<file path="src/rtl/mem_ctrl_pkg.sv">
// Shared types and constants for the memory-side responder of the MESI
// snooping system. Imported by mem_ctrl and mem_resp_fifo.
//   bus_msg_t    : snooped bus message {valid, cmd, source, addr}
//   xbar_msg_t   : crossbar message {valid, dest, addr, data, writeback}
//   dir_entry_t  : per-line directory state {owned, owner, sharers, wb_pend}
//   resp_entry_t : pending response {dest, addr, age}
package mem_ctrl_pkg;

    localparam int NUM_CPUS = 4;
    localparam int XLEN     = 6;
    localparam int DLEN     = 8;
    localparam int CPU_W    = $clog2(NUM_CPUS);

    localparam int MEM_LATENCY = 4;
    localparam int RESP_DEPTH  = 4;

    // Age field is sized for the largest latency the block is meant to be
    // configured with; MEM_LATENCY must not exceed MAX_LATENCY.
    localparam int MAX_LATENCY = 15;
    localparam int AGE_W       = $clog2(MAX_LATENCY + 1);

    typedef enum logic [1:0] {
        BUS_IDLE = 2'd0,
        BUS_GETS = 2'd1,
        BUS_GETM = 2'd2,
        BUS_PUTM = 2'd3
    } bus_cmd_t;

    typedef struct packed {
        logic             valid;
        bus_cmd_t         cmd;
        logic [CPU_W-1:0] source;
        logic [XLEN-1:0]  addr;
    } bus_msg_t;

    typedef struct packed {
        logic             valid;
        logic [CPU_W-1:0] dest;
        logic [XLEN-1:0]  addr;
        logic [DLEN-1:0]  data;
        logic             writeback;
    } xbar_msg_t;

    typedef struct packed {
        logic                owned;
        logic [CPU_W-1:0]    owner;
        logic [NUM_CPUS-1:0] sharers;
        logic                wb_pend;
    } dir_entry_t;

    typedef struct packed {
        logic [CPU_W-1:0] dest;
        logic [XLEN-1:0]  addr;
        logic [AGE_W-1:0] age;
    } resp_entry_t;

    // One-hot sharer mask for a CPU index.
    function automatic logic [NUM_CPUS-1:0] cpu_bit(input logic [CPU_W-1:0] cpu);
        logic [NUM_CPUS-1:0] mask;
        mask      = '0;
        mask[cpu] = 1'b1;
        return mask;
    endfunction

endpackage

</file>
<file path="src/rtl/mem_resp_fifo.sv">
// In-order pending-response queue with a per-entry age counter.
//   clk, rst      : clock, asynchronous active-high reset
//   push          : enqueue {push_dest, push_addr}
//   pop           : remove head (only honoured while head_eligible)
//   head_ok       : external eligibility (head line has no writeback pending)
//   full, empty   : occupancy flags
//   head_eligible : head has aged MEM_LATENCY cycles and head_ok is set
//   head          : current head entry
module mem_resp_fifo
    import mem_ctrl_pkg::*;
#(
    parameter int DEPTH   = RESP_DEPTH,
    parameter int LATENCY = MEM_LATENCY
) (
    input  logic             clk,
    input  logic             rst,
    input  logic             push,
    input  logic [CPU_W-1:0] push_dest,
    input  logic [XLEN-1:0]  push_addr,
    input  logic             pop,
    input  logic             head_ok,
    output logic             full,
    output logic             empty,
    output logic             head_eligible,
    output resp_entry_t      head
);

    localparam int PTR_W = $clog2(DEPTH);
    localparam int CNT_W = PTR_W + 1;
    localparam logic [AGE_W-1:0] AGE_MAX = AGE_W'(LATENCY);

    resp_entry_t      entry_reg [DEPTH];
    logic [PTR_W-1:0] wr_ptr_reg;
    logic [PTR_W-1:0] rd_ptr_reg;
    logic [CNT_W-1:0] count_reg;
    logic             do_push;
    logic             do_pop;

    assign full          = (count_reg == CNT_W'(DEPTH));
    assign empty         = (count_reg == '0);
    assign head          = entry_reg[rd_ptr_reg];
    assign head_eligible = !empty && (head.age == AGE_MAX) && head_ok;
    assign do_pop        = pop && head_eligible;
    // A slot freed by a simultaneous pop may be refilled the same cycle.
    assign do_push       = push && (!full || do_pop);

    always_ff @(posedge clk or posedge rst) begin
        if (rst) begin
            for (int i = 0; i < DEPTH; i++) begin
                entry_reg[i] <= '0;
            end
            wr_ptr_reg <= '0;
            rd_ptr_reg <= '0;
            count_reg  <= '0;
        end else begin
            for (int i = 0; i < DEPTH; i++) begin
                if (entry_reg[i].age != AGE_MAX) begin
                    entry_reg[i].age <= entry_reg[i].age + AGE_W'(1);
                end
            end
            // The accept cycle itself counts as age 0, so the stored value
            // starts at 1; that makes the response issue exactly LATENCY
            // cycles after the bus accept.
            if (do_push) begin
                entry_reg[wr_ptr_reg] <= '{dest: push_dest, addr: push_addr, age: AGE_W'(1)};
                wr_ptr_reg            <= wr_ptr_reg + PTR_W'(1);
            end
            if (do_pop) begin
                rd_ptr_reg <= rd_ptr_reg + PTR_W'(1);
            end
            count_reg <= count_reg + CNT_W'(do_push) - CNT_W'(do_pop);
        end
    end

endmodule

</file>
<file path="src/rtl/mem_ctrl.sv">
// Memory-side responder on the MESI snooping bus. Snoops granted bus
// messages, keeps a per-line directory (owner / sharers / writeback pending),
// answers requests that no cache can satisfy and absorbs dirty writebacks.
//   clk, rst   : clock, asynchronous active-high reset
//   bus_in     : snooped bus message, consumed when valid && bus_ready
//   bus_ready  : low while the response queue is full
//   wb_in      : crossbar message to memory; only writebacks are acted on
//   resp_out   : data response towards a CPU (writeback always 0)
//   resp_ready : crossbar accepts resp_out this cycle
module mem_ctrl
    import mem_ctrl_pkg::*;
#(
    parameter int MEM_LATENCY = mem_ctrl_pkg::MEM_LATENCY,
    parameter int RESP_DEPTH  = mem_ctrl_pkg::RESP_DEPTH
) (
    input  logic      clk,
    input  logic      rst,
    input  bus_msg_t  bus_in,
    output logic      bus_ready,
    input  xbar_msg_t wb_in,
    output xbar_msg_t resp_out,
    input  logic      resp_ready
);

    localparam int MEM_WORDS = 2 ** XLEN;

    logic [DLEN-1:0] mem_reg [MEM_WORDS];
    dir_entry_t      dir_reg [MEM_WORDS];

    dir_entry_t  dir_cur;
    dir_entry_t  dir_next;
    logic        need_resp;
    logic        wb_set;
    logic        accept;
    logic        wb_hit;
    logic        fifo_full;
    logic        fifo_empty;
    logic        head_eligible;
    resp_entry_t head;
    logic        unused_bits;

    assign accept  = bus_in.valid && bus_ready && (bus_in.cmd != BUS_IDLE);
    assign wb_hit  = wb_in.valid && wb_in.writeback;
    assign dir_cur = dir_reg[bus_in.addr];
    assign bus_ready = !fifo_full;
    assign unused_bits = ^{wb_in.dest, head.age, fifo_empty};

    // Directory decode for the snooped message.
    always_comb begin
        dir_next  = dir_cur;
        need_resp = 1'b0;
        wb_set    = 1'b0;
        case (bus_in.cmd)
            BUS_GETS: begin
                if (!dir_cur.owned) begin
                    need_resp = 1'b1;
                    if (dir_cur.sharers == '0) begin
                        dir_next.owned = 1'b1;
                        dir_next.owner = bus_in.source;
                    end
                    dir_next.sharers = dir_cur.sharers | cpu_bit(bus_in.source);
                end else begin
                    // Owner supplies the data and sends memory a copy.
                    dir_next.owned   = 1'b0;
                    wb_set           = 1'b1;
                    dir_next.sharers = dir_cur.sharers | cpu_bit(bus_in.source)
                                       | cpu_bit(dir_cur.owner);
                end
            end
            BUS_GETM: begin
                need_resp        = !dir_cur.owned;
                dir_next.owned   = 1'b1;
                dir_next.owner   = bus_in.source;
                dir_next.sharers = cpu_bit(bus_in.source);
            end
            BUS_PUTM: begin
                // Stale or raced PutMs leave the directory untouched.
                if (dir_cur.owned && (dir_cur.owner == bus_in.source)) begin
                    dir_next.owned   = 1'b0;
                    dir_next.sharers = dir_cur.sharers & ~cpu_bit(bus_in.source);
                    wb_set           = 1'b1;
                end
            end
            default: ;
        endcase
        // A same-line writeback clears wb_pend unless this message sets it again.
        if (wb_set) begin
            dir_next.wb_pend = 1'b1;
        end else if (wb_hit && (wb_in.addr == bus_in.addr)) begin
            dir_next.wb_pend = 1'b0;
        end
    end

    always_ff @(posedge clk or posedge rst) begin
        if (rst) begin
            for (int i = 0; i < MEM_WORDS; i++) begin
                mem_reg[i] <= DLEN'(i);
                dir_reg[i] <= '0;
            end
        end else begin
            if (wb_hit) begin
                mem_reg[wb_in.addr]         <= wb_in.data;
                dir_reg[wb_in.addr].wb_pend <= 1'b0;
            end
            // Issued after the writeback clear so a same-line update wins.
            if (accept) begin
                dir_reg[bus_in.addr] <= dir_next;
            end
        end
    end

    mem_resp_fifo #(
        .DEPTH   (RESP_DEPTH),
        .LATENCY (MEM_LATENCY)
    ) u_resp_fifo (
        .clk           (clk),
        .rst           (rst),
        .push          (accept && need_resp),
        .push_dest     (bus_in.source),
        .push_addr     (bus_in.addr),
        .pop           (resp_ready),
        .head_ok       (!dir_reg[head.addr].wb_pend),
        .full          (fifo_full),
        .empty         (fifo_empty),
        .head_eligible (head_eligible),
        .head          (head)
    );

    // Response data is read at issue time; a writeback to the same line in
    // that cycle is forwarded so the response never carries stale data.
    always_comb begin
        resp_out = '0;
        if (head_eligible) begin
            resp_out.valid = 1'b1;
            resp_out.dest  = head.dest;
            resp_out.addr  = head.addr;
            resp_out.data  = (wb_hit && (wb_in.addr == head.addr)) ? wb_in.data
                                                                   : mem_reg[head.addr];
        end
    end

endmodule

</file>
<file path="config.mk">
export PLATFORM = sky130hd
export DESIGN_NAME = mem_ctrl
export DESIGN_NICKNAME = d
export VERILOG_FILES = /design/src/rtl/mem_ctrl_pkg.sv /design/src/rtl/mem_resp_fifo.sv /design/src/rtl/mem_ctrl.sv
export SDC_FILE = /design/constraint.sdc
export NUM_CORES = 2
export LEC_CHECK = 0
export BUFFER_PORTS_ARGS = -buffer_cell sky130_fd_sc_hd__buf_4
export CAP_MARGIN = 20
export CORE_ASPECT_RATIO = 1.5
export CORE_MARGIN = 8
export CORE_UTILIZATION = 45
export CTS_CLUSTER_SIZE = 8
export DETAILED_ROUTE_END_ITERATION = 8
export SETUP_SLACK_MARGIN = 0.3
export SLEW_MARGIN = 20
export SYNTH_ARGS = -nofsm -noshare
export SYNTH_HDL_FRONTEND = slang
export SYNTH_SLANG_ARGS = --single-unit
</file>
<file path="constraint.sdc">
create_clock -name clk -period 37 [get_ports clk]
set_input_delay 3.7 -clock clk [delete_from_list [all_inputs] [get_ports clk]]
set_output_delay 3.7 -clock clk [all_outputs]
set_load 0.02 [all_outputs]
</file>
### Word-level counts from Yosys, hierarchy flattened

Cells that the tools add are included.

| operators by class | value |
|---|---|
| add/sub/neg operators | 8 |
| magnitude comparators | 12 |
| equal/unequal tests | 12 |
| multiplexer cells | 53 |
| bitwise gates (word level) | 9 |
| reduce and logical (&&, ||, !) cells | 24 |

Operators by type and width:

| operator | number |
|---|---|
| 512-bit bitwise mux | 3 |
| 512-bit two-way mux | 2 |
| 8-bit binary-select mux with 6-bit select | 3 |
| 8-bit demux with 6-bit select | 3 |
| 8-bit two-way mux | 7 |
| 48-bit bitwise mux | 1 |
| 40-bit two-way mux | 1 |
| 12-bit two-way mux | 3 |
| 12-bit binary-select mux with 2-bit select | 1 |
| 12-bit demux with 2-bit select | 1 |
| 4-bit two-way mux | 6 |
| 7-bit greater-or-equal comparator (second input constant) | 3 |
| 6-bit NOT with 7-bit output | 3 |
| 17-bit two-way mux | 1 |
| 4-bit by 1-bit adder with 4-bit output (second input constant) | 4 |
| 1-bit logical AND | 16 |
| 4-bit by 3-bit inequality test with 1-bit output (second input constant) | 4 |
| 7-bit by 1-bit < comparator with 1-bit output (second input constant) | 2 |
| 6-bit equality test | 2 |
| 1-bit two-way mux | 12 |
| 4-bit case mux with 3 select lines | 1 |
| 4-bit OR | 2 |
| 3-bit greater-or-equal comparator (second input constant) | 2 |
| 2-bit by 3-bit < comparator with 1-bit output (second input constant) | 2 |
| other kinds (24) | 33 |

| word-level totals | value |
|---|---|
| register bits | 1,079 |
| bits of input ports | 32 |
| output and inout bits | 19 |
| word-level logic and storage cells | 453 |

### Depth between registers and ports, before layout

| logic depth | value |
|---|---|
| depth in word-level cells | 15 |
| depth in mapped cells | 18 |
| mapped depth without buffers | 12 |

### By module

A second synthesis with hierarchy kept.

| unflattened totals | value |
|---|---|
| cells, all modules | 3,894 |
| area total of the unflattened synthesis | 50,611.0 um^2 |

Modules (own cells, without submodules):

| module | times used | cells an instance | area each (um^2) | seq. area each (um^2) |
|---|---|---|---|---|
| mem_ctrl | 1 | 3,696 | 47,804.6 | 25,864.8 |
| mem_resp_fifo | 1 | 198 | 2,806.4 | 1,376.3 |

### Least setup slack after synthesis

OpenSTA, ideal clock, no wires.

| timing path | value |
|---|---|
| kind | input -> output |
| start point | input port wb_in[10] (netlist name) |
| end point | output port resp_out[1] (netlist name) |
| arrival | 5.580 ns |
| data required time | 33.300 ns |
| path slack | 27.720 ns |
| cell stages on the path | 9 |
| buffers on the path | 2 |
| path through | clkbuf_1 xor2_1 nor3_1 nand3_1 and2_1 buf_1 nand3_1 nor2_1 nor4_1 |

RTL lines:

| element | RTL line | RTL |
|---|---|---|
| start: declaration | mem_ctrl.sv:20 | `input xbar_msg_t wb_in,` |
| end: declaration | mem_ctrl.sv:21 | `output xbar_msg_t resp_out,` |

==> results.md <==
- Status: finished clean
- GP Congestion: 0.878
- Worst EP required: 33.30 ns
- Period utilization: 0.271
- Fillcell total: 10.1k
- Crit Path Class: reg2out
- TritonRoute pass-1 iters: 6
- # IOs: 51
- Largest net degree at the start of global routing: 201
- Post-DR wirelength/cell: 25.9 um
- Cell Area, Synth: 51,400 um2
- DRT Wirelength: 152,000 um
- Initial DRC count: 3,168
- Port-buffer cells: 47
- RSZ-0062 raised after global routing: no
- Cells along the critical path: mux4_4 -> buf_4 -> mux4_2 -> mux2i_1 -> o211ai_1 -> a32oi_1 -> nand2_1 -> nor4_1 -> buf_4
- Multi-input logic area: 22,600 um2
- Final Setup Violations: 0
- Startpoint types: register
- Syn Area/Cell: 11.8 um2
- Synth warn: 0
- Number of synthesized register bits: 1,079
- Hold Path Stages: 2
- Chip Width: 292 um
- Final ANT Viol Nets: 0
- Synth cell count leaders: dfrtp_1 (887), mux2_2 (690), nand2_1 (512)
- Rel. slew slack: 0.221
- Crit Path Max Fanout: 54
- Number of enable flip-flop cells after synthesis: 0
- Clock Latency Late Sink: 0.77 ns
- Hpwl dp: 97,000 um
- Top_reg_cell synth: dfrtp_1
- Worst Skew: 0.0235 ns
- Worst r2r src: u_resp_fifo.rd_ptr_reg[0]
- Maximum VDD drop: 0.0000728 V
- Depth of the most critical reg-to-reg path: 14
- Top-count cell post-synth: dfrtp_1
- Post-synthesis sequential area ratio: 0.530
- Cell area after layout: 57,200 um2
- Mapped Nets: 4,417
- Via count: 35.4k
- Max incr delay on CP: 0.99 ns
- Layout area overhead: 11.1%
- Area contributors post-synth: dfrtp_1 (43%), mux2_2 (15%), dfstp_2 (9.8%)
- Deepest clock path buffer count: 3
- Max Fclk: 0.0996 GHz
- Tot GR Track Use: 0.241
- Final Hold Viols: 0
- CTS tree: built
- PwrDens: 65.5 nW/um2
- Worst hold path type: reg2reg
- Layout cell share with drive strength beyond 1: 0.310
- Gr ovfl total: 0
- Clk sinks: 1,079
- Core Area: 114,000 um2
- Root Buffer: clkbuf_16
- Syn Inst Count: 4,366
- Hold Path End: dir_reg[459]
- Area occupied by registers: 27,200 um2
- Reg2Reg Capture Point: u_resp_fifo.count_reg[2]
- CTS Buf Count: 152
- Critical Path End Type: output port
- Die footprint: 126,000 um2
- Reg2reg setup slack: 31.64 ns
- Vias in the first global route: 36.3k
- Synth cell types: 88
- Slew Limit Fails: 0
- Post-CTS resize count: 0
- Critical path data arrival time: 6.34 ns
- H-tree Lvls: 4
- Max cap viols: 0
- Hold_buf cts: 0
- Most used cell, CP: buf_4
- Post-layout min period: 10.04 ns
- Async set or reset register ratio after synthesis: 1.00
- First-pass GRT wire length: 233,000 um
- Placed cell areas: 52,800 um2
- Setup TNS: 0 ns
- Post-synth top area share: 0.432
- Clock transition at path regs: 0.05 ns
- Post-route DRC: 0
- Pin slew with the least headroom to its limit: 1.16 ns
- Total design power: 3740 uW
- Chip Height: 430 um
- # rows: 152
- Hold Startpoint: dir_reg[459]
- Initial antenna violation count: 5
- Leakage power: 0.0249 uW
- Setup bufs post-CTS: 0
- Final nets: 4,374
- Vias per cell: 6.03
- Initial core utilization: 0.451
- Slowest CP cell: mux4_4
- Cell taking the most area after synthesis: dfrtp_1
[power breakdown]
part | switching (uW) | total [uW] | internal [uW]
registers | 85.8 | 1430 | 1350
clock network | 510 | 1280 | 771
logic | 659 | 1030 | 371
total | 1250 | 3740 | 2490
[layout make-up]
class                           instances  share of cell area
Sequential cell                      1079               0.477
Multi-Input combinational cell       2933               0.396
Clock buffer                          219              0.0732
Tap cell                             1463              0.0320
Timing Repair Buffer                  129              0.0188
Inverter                               28             0.00197
Clock inverter                          8             0.00155
Antenna cell                            3            0.000131
[kinds of logic after synthesis]
group | share of synthesized area
and+or+nand+nor | 0.110
DFF | 0.530
muxes | 0.236
AOI/OAI and AO/OA | 0.0823
buffers and inverters | 0.0324
xor gates and xnor gates | 0.00392
adders and majority gates | 0.00477
other | 0.0000729
[metal layers]
metal / GRT usage / vias to the layer above / share of wire
met5: 0 / - / 0.00029
met4: 0.127 / 6 / 0.059
met3: 0.0386 / 379 / 0.046
met2: 0.402 / 1041 / 0.49
met1: 0.302 / 18280 / 0.40
li1: - / 15664 / -
[stage by stage]
stage               hold WS [ns]  utilization  std cells  worst slack (ns)
finish                     0.472        0.502       5862             26.96
global placement           0.456        0.464       5628             27.29
global route               0.491        0.502       5859             26.73
CTS                        0.475        0.501       5855             26.81
floorplan                  0.444            -       4366              3.24
detailed placement         0.465        0.464       5628             27.31
[worst max-delay path by stage]
stage / cells after the start / slack (ns) / startpoint / endpoint
after floorplan: 1 / 3.24 / rst / dir_reg[0]
after global placement: 8 / 27.29 / wb_in[13] / resp_out[1]
after detailed placement: 8 / 27.31 / wb_in[13] / resp_out[1]
after CTS: 11 / 26.81 / u_resp_fifo.rd_ptr_reg[0] / resp_out[1]
after global routing: 11 / 26.73 / u_resp_fifo.rd_ptr_reg[0] / resp_out[1]
final: 9 / 26.96 / u_resp_fifo.rd_ptr_reg[0] / resp_out[1]
[cells in the final DEF (no fill, tap or decap), types with 9 or more instances in the layout]
master     synthesis  layout
dfrtp_1          887     887
mux2_2           690     689
nand2_1          512     512
nor2_1           384     371
o21ai_0          196     196
dfstp_2          192     192
a21oi_1          179     179
clkbuf_16          0     158
nand3_1          146     146
mux4_2           137     135
buf_4             14     119
mux2i_1           89      88
a31oi_1           82      82
clkbuf_1         227      61
a221oi_1          47      47
nand3b_1          44      44
and3_1            38      37
a22oi_1           37      36
inv_1             27      26
nor3_1            24      23
nand4_1           22      22
nor4_1            19      19
mux2_1            19      19
ha_1              18      18
o22ai_1           17      17
nor2b_1           16      14
and2_1            14      14
a22o_1            14      14
nand2b_1          13      13
xnor2_1           13      13
nor2_2             0      12
a311oi_1          10      10
a221o_1           10      10
a32oi_1           10      10
xor2_1            10      10
o2111ai_1          9       9
[worst max-delay path, delay by kind of cell, from the launching register on]
kind                   cells  cell delay (ns)
AO/OA/AOI/OAI              2             0.94
AND/OR/NAND/NOR            2             1.35
multiplexers               3             1.80
flip-flops                 1             0.40
buffers and inverters      2             0.99
Power figures use the tool's default switching activity.
